`src/rtl/pll_phase_sequencer.sv`:
```
// Drives the ECP5 EHXPLLL dynamic phase-shift port (PHASESEL/PHASEDIR/PHASESTEP)
// and holds the downstream reset until PLL lock has been stable for a while.
module pll_phase_sequencer #(
  parameter int SETUP_CYC       = 4,
  parameter int STEP_LOW_CYC    = 4,
  parameter int STEP_GAP_CYC    = 8,
  parameter int LOCK_STABLE_CYC = 1024,
  parameter int CNT_W           = 8
) (
  input  logic             clock_i,
  input  logic             reset_i,
  input  logic             pll_locked_i,
  input  logic             req_valid_i,
  output logic             req_ready_o,
  input  logic [1:0]       req_sel_i,
  input  logic             req_dir_i,
  input  logic [CNT_W-1:0] req_steps_i,
  output logic [1:0]       pll_phasesel_o,
  output logic             pll_phasedir_o,
  output logic             pll_phasestep_o,
  output logic             busy_o,
  output logic             done_o,
  output logic             abort_o,
  output logic [CNT_W-1:0] steps_issued_o,
  output logic             rst_out_o
);

  localparam int MAX_AB = (SETUP_CYC > STEP_LOW_CYC) ? SETUP_CYC : STEP_LOW_CYC;
  localparam int MAXC   = (MAX_AB > STEP_GAP_CYC) ? MAX_AB : STEP_GAP_CYC;
  localparam int CYC_W  = $clog2(MAXC + 1);
  localparam int STB_W  = $clog2(LOCK_STABLE_CYC + 1);

  typedef enum logic [2:0] {
    LOCK_WAIT, IDLE, SETUP, PULSE_LO, PULSE_HI, DONE
  } state_t;

  state_t             state_q, state_d;
  logic [1:0]         sync_q;
  logic [STB_W-1:0]   stb_q, stb_d;
  logic [CYC_W-1:0]   cyc_q, cyc_d;
  logic [CNT_W-1:0]   rem_q, rem_d;
  logic [CNT_W-1:0]   steps_q, steps_d;
  logic [1:0]         sel_q, sel_d;
  logic               dir_q, dir_d;
  logic               abort_q, abort_d;
  logic               rst_q, rst_d;
  logic               lock_s;

  assign lock_s = sync_q[1];

  always_comb begin
    state_d = state_q;
    stb_d   = '0;
    cyc_d   = cyc_q + CYC_W'(1);
    rem_d   = rem_q;
    steps_d = steps_q;
    sel_d   = sel_q;
    dir_d   = dir_q;
    abort_d = abort_q;
    rst_d   = rst_q;
    case (state_q)
      LOCK_WAIT: begin
        if (lock_s) begin
          if (stb_q == STB_W'(LOCK_STABLE_CYC - 1)) begin
            state_d = IDLE;
            rst_d   = 1'b0;
            stb_d   = stb_q;
          end else begin
            stb_d = stb_q + STB_W'(1);
          end
        end
      end
      IDLE: begin
        if (!lock_s) begin
          state_d = LOCK_WAIT;
          rst_d   = 1'b1;
        end else if (req_valid_i) begin
          sel_d   = req_sel_i;
          dir_d   = req_dir_i;
          rem_d   = req_steps_i;
          steps_d = '0;
          abort_d = 1'b0;
          cyc_d   = '0;
          state_d = (req_steps_i == '0) ? DONE : SETUP;
        end
      end
      SETUP, PULSE_LO, PULSE_HI: begin
        // Lock loss aborts the sequence; an unfinished low pulse is not counted.
        if (!lock_s) begin
          state_d = DONE;
          abort_d = 1'b1;
          rst_d   = 1'b1;
        end else if (state_q == SETUP) begin
          if (cyc_q == CYC_W'(SETUP_CYC - 1)) begin
            state_d = PULSE_LO;
            cyc_d   = '0;
          end
        end else if (state_q == PULSE_LO) begin
          if (cyc_q == CYC_W'(STEP_LOW_CYC - 1)) begin
            state_d = PULSE_HI;
            cyc_d   = '0;
            steps_d = steps_q + CNT_W'(1);
            rem_d   = rem_q - CNT_W'(1);
          end
        end else begin
          if (cyc_q == CYC_W'(STEP_GAP_CYC - 1)) begin
            cyc_d   = '0;
            state_d = (rem_q != '0) ? PULSE_LO : DONE;
          end
        end
      end
      DONE: begin
        if (abort_q || !lock_s) begin
          state_d = LOCK_WAIT;
          rst_d   = 1'b1;
        end else begin
          state_d = IDLE;
        end
      end
      default: begin
        state_d = LOCK_WAIT;
        rst_d   = 1'b1;
      end
    endcase
  end

  always_ff @(posedge clock_i) begin
    if (reset_i) begin
      state_q <= LOCK_WAIT;
      sync_q  <= '0;
      stb_q   <= '0;
      cyc_q   <= '0;
      rem_q   <= '0;
      steps_q <= '0;
      sel_q   <= '0;
      dir_q   <= 1'b1;
      abort_q <= 1'b0;
      rst_q   <= 1'b1;
    end else begin
      state_q <= state_d;
      sync_q  <= {sync_q[0], pll_locked_i};
      stb_q   <= stb_d;
      cyc_q   <= cyc_d;
      rem_q   <= rem_d;
      steps_q <= steps_d;
      sel_q   <= sel_d;
      dir_q   <= dir_d;
      abort_q <= abort_d;
      rst_q   <= rst_d;
    end
  end

  // Lock loss releases PHASESTEP in the same cycle it is seen.
  assign pll_phasestep_o = !((state_q == PULSE_LO) && lock_s);
  assign req_ready_o     = (state_q == IDLE) && lock_s;
  assign busy_o          = (state_q == SETUP) || (state_q == PULSE_LO) || (state_q == PULSE_HI);
  assign done_o          = (state_q == DONE);
  assign abort_o         = (state_q == DONE) && abort_q;
  assign pll_phasesel_o  = sel_q;
  assign pll_phasedir_o  = dir_q;
  assign steps_issued_o  = steps_q;
  assign rst_out_o       = rst_q;

endmodule

```
`config.mk`:
```
export PLATFORM = sky130hd
export DESIGN_NAME = pll_phase_sequencer
export DESIGN_NICKNAME = d
export VERILOG_FILES = /design/src/rtl/pll_phase_sequencer.sv
export SDC_FILE = /design/constraint.sdc
export NUM_CORES = 1
export LEC_CHECK = 0
export CAP_MARGIN = 20
export CORE_UTILIZATION = 52
export CTS_CLUSTER_SIZE = 16
export DETAILED_ROUTE_END_ITERATION = 10
export PLACE_DENSITY_LB_ADDON = 0.2
export SLEW_MARGIN = 25
export SYNTH_ARGS = -nofsm -noshare
export SYNTH_HDL_FRONTEND = slang
export SYNTH_SLANG_ARGS = --single-unit
```
`constraint.sdc`:
```
create_clock -name clock_i -period 2.1 [get_ports clock_i]
set_input_delay 0.21 -clock clock_i [delete_from_list [all_inputs] [get_ports clock_i]]
set_output_delay 0.21 -clock clock_i [all_outputs]
set_load 0.01 [all_outputs]
```
==> results.json <==
{
  "nets": 334,
  "hpwlAfterDp_um": 3808,
  "critical-path-max-stage-delay_ps": 560,
  "grt_max_degree": 17,
  "insertion_delay_ps": 300,
  "postCtsHoldBufs": 0,
  "clock_tree.root_cell": "clkbuf_8",
  "end_kind": "output pin",
  "synthArstFlopShare": 0,
  "dr.first_iter.drc_count": 106,
  "worst_slew_pin_slew_ps": 493.2,
  "leakage_uw": 0.0009936,
  "fin_setup_tns_ps": 0,
  "initial_utilization": 0.5607,
  "finalWeightedCongestion": 0.9137,
  "timing.critical_path.arrival_ps": 1780,
  "synth_edf_count": 0,
  "design_area_um2": 2810,
  "vdd_drop_max_uv": 271.0,
  "area_growth_pct": 21.80,
  "cts_inserted_buffers": 5,
  "die_x_um": 68.61,
  "fp-row-count": 23,
  "setup_viol": 0,
  "drt_pass1_iterations": 4,
  "synth_seq_cells": 41,
  "tritoncts_clock_tree": "done",
  "final_hold_violations": 0,
  "port-buffer-count": 31,
  "achievable-frequency_mhz": 503.7,
  "crit_path_top_delay_cell": "clkdlybuf4s50_1",
  "diodes": 0,
  "synth.lib_cells_used.distinct": 56,
  "synth.avg_cell_area_um2": 8.270,
  "clockBufferDepth": 2,
  "fin_util": 0.6829,
  "pin_count": 32,
  "grt_antenna_before_repair": 0,
  "synth.cell_area_um2": 2307,
  "grt_pass1_vias": 1913,
  "fp.dieArea_um2": 4707,
  "post_synthesis_instance_total": 279,
  "power_uw": 1386,
  "track_usage": 0.2529,
  "fin_skew_ps": 5.794,
  "worstPathRequired_ps": 1890,
  "cts.clk_slew.worst_paths_ps": 80,
  "fin_crit_sh": 0.9454,
  "cp_top_family": "buffers and inverters",
  "run_status": "finished, final reports clean",
  "numClockSinks": 41,
  "antenna_viol_nets_final": 0,
  "post-cts-setup-buffer-count": 0,
  "ys_dominant_reg_cell": "dfxtp_1",
  "cap_viol_max_count": 0,
  "max-slew-margin-rel": 0.6627,
  "routed_length_per_placed_instance_um": 14.22,
  "timing_worst_setup_path_type": "flip-flop to output pin",
  "period_needed_ps": 1985,
  "detailroute.via_count": 2113,
  "cp_max_fo": 12,
  "post_dp_cell_area_um2": 2709,
  "sequential_fraction_of_the_synthesis_area": 0.3557,
  "post_route_cells_drive_above_1_share": 0.1111,
  "rsz0062_at_grt": "no",
  "die_height_um": 68.61,
  "fp.coreArea_um2": 4115,
  "net_count_after_synthesis": 299,
  "grt_first_pass_wirelength_um": 8659,
  "cts-htree-levels": 2,
  "critPathBufInv": 2,
  "avgViaCountPerCell": 5.789,
  "dp_worst_setup_slack_ps": 209.4,
  "remaining_drc_errors": 0,
  "final_critical_path_setup_slack_ps": 114.7,
  "drt_wl_total_um": 5192,
  "hold_class": "flip-flop to flip-flop",
  "synthesis.yosys.warnings": 0,
  "crit_path_start_kind": "flip-flop",
  "grt.overflow.total": 0,
  "drv_slew": 0,
  "path_cells": "nor2b_1, nor2_1, inv_2, clkdlybuf4s50_1",
  "cellPowerDensity_nw_per_um2": 493.1
}
[sequential cells by signal (all words and copies together) (netlist names)]
signal,count
steps_issued_o,8
pll_phasesel_o,2
abort_q,1
stb_q,11
cyc_q,4
sync_q,2
rem_q,8
rst_out_o,1
pll_phasedir_o,1
state_q,3
[Yosys cell counts, drive strengths merged, types with 2 or more instances]
cell type,count,area share
or3b,2,0.0076
o21ai,8,0.017
mux2i,7,0.030
o211ai,2,0.0065
clkbuf,9,0.015
o32ai,6,0.023
nor2,23,0.037
a21boi,2,0.0065
nor4,3,0.0081
dfxtp,41,0.36
buf,8,0.018
and3,6,0.017
or3,5,0.014
nand3,18,0.039
a21oi,20,0.043
nand3b,4,0.013
nor2b,9,0.024
nand2b,10,0.027
a211oi,3,0.0098
xor2,3,0.011
o21bai,4,0.013
and3b,2,0.0076
and2,2,0.0054
nor3b,3,0.012
or4,3,0.0098
nor3,8,0.017
o31ai,4,0.013
a31oi,4,0.011
xnor2,9,0.034
o21a,2,0.0065
nand2,20,0.033
ha,5,0.027
inv,8,0.013
[path summary, 6_finish.rpt]
path                                 start    endpoint  slack (ps)  depth (start not counted)
worst max-delay path            state_q[1]      busy_o         110                          4
worst min-delay path              cyc_q[0]    cyc_q[0]         460                          1
worst max register to register    stb_q[0]  state_q[0]         200                          5
worst min register to register    cyc_q[0]    cyc_q[0]         460                          1
[metal layers]
metal / share of wire / GRT usage / vias up
met5: 0 / 0 / -
met4: 0.018 / 0.1094 / 0
met3: 0.051 / 0.06086 / 9
met2: 0.44 / 0.3725 / 54
met1: 0.49 / 0.3473 / 971
li1: - / - / 1079
[stage by stage]
| step | cells | hold slack, ps |
|---|---|---|
| after global routing | 365 | 478.6 |
| after CTS | 365 | 457.4 |
| after floorplan | 279 | 338.2 |
| after global placement | 357 | 421.1 |
| after detailed placement | 357 | 441.3 |
| final | 365 | 457.5 |
[report_power, final]
part	switching (uW)	internal (uW)
Combinational	35.6	45.7
Clock	283	231
Sequential	7.30	784
Total	326	1060
[logic make-up (layout without fill, tap and decap cells)]
logic type | after synthesis | after routing | share of synthesized area
compound gates | 63 | 63 | 0.1844
fa+ha+maj | 5 | 5 | 0.02711
simple gates | 125 | 125 | 0.3059
flops | 41 | 41 | 0.3557
buf+inv | 25 | 61 | 0.04609
xor+xnor | 12 | 12 | 0.04556
mux | 8 | 8 | 0.03525
[worst reg2reg max path, delay by kind of cell, from the launching register on]
family          cells  cell delay [ps]
simple gates        2              650
compound gates      2              520
flops               1              400
fa+ha+maj           1              250
[placed cells by master (no fill, tap or decap), drive strengths merged, types with 3 or more instances in the layout]
cell type      Yosys  final
or4                3      3
nand2b            10     10
and3               6      6
a31oi              4      4
o31ai              4      4
nand3b             4      4
or3                5      5
a211oi             3      3
xnor2              9      9
nor4               3      3
nand2             20     20
nor2              23     23
nor3               8      8
nor3b              3      3
o32ai              6      6
inv                8      8
o21bai             4      4
buf                8     14
dfxtp             41     41
clkdlybuf4s50      0     31
xor2               3      3
o21ai              8      8
nand3             18     18
nor2b              9      9
a21oi             20     20
mux2i              7      7
ha                 5      5
clkbuf             9      6
[timing repair]
action / 4_1_cts / 5_1_grt
setup endpoints to repair: 0 / 5
hold endpoints to repair: 0 / 0
resized for setup: 0 / 4
[final cells by class]
cell class	instances	area (um^2)
clock buffers	6	72.57
fillers	348	1305
repair buffers	45	415.4
inverters	8	30.03
well taps	50	62.56
flip-flops and latches	41	822.0
multi-input cells	213	1398
clock inverters	2	10.01
No activity file was read; power rests on OpenSTA's default activity.
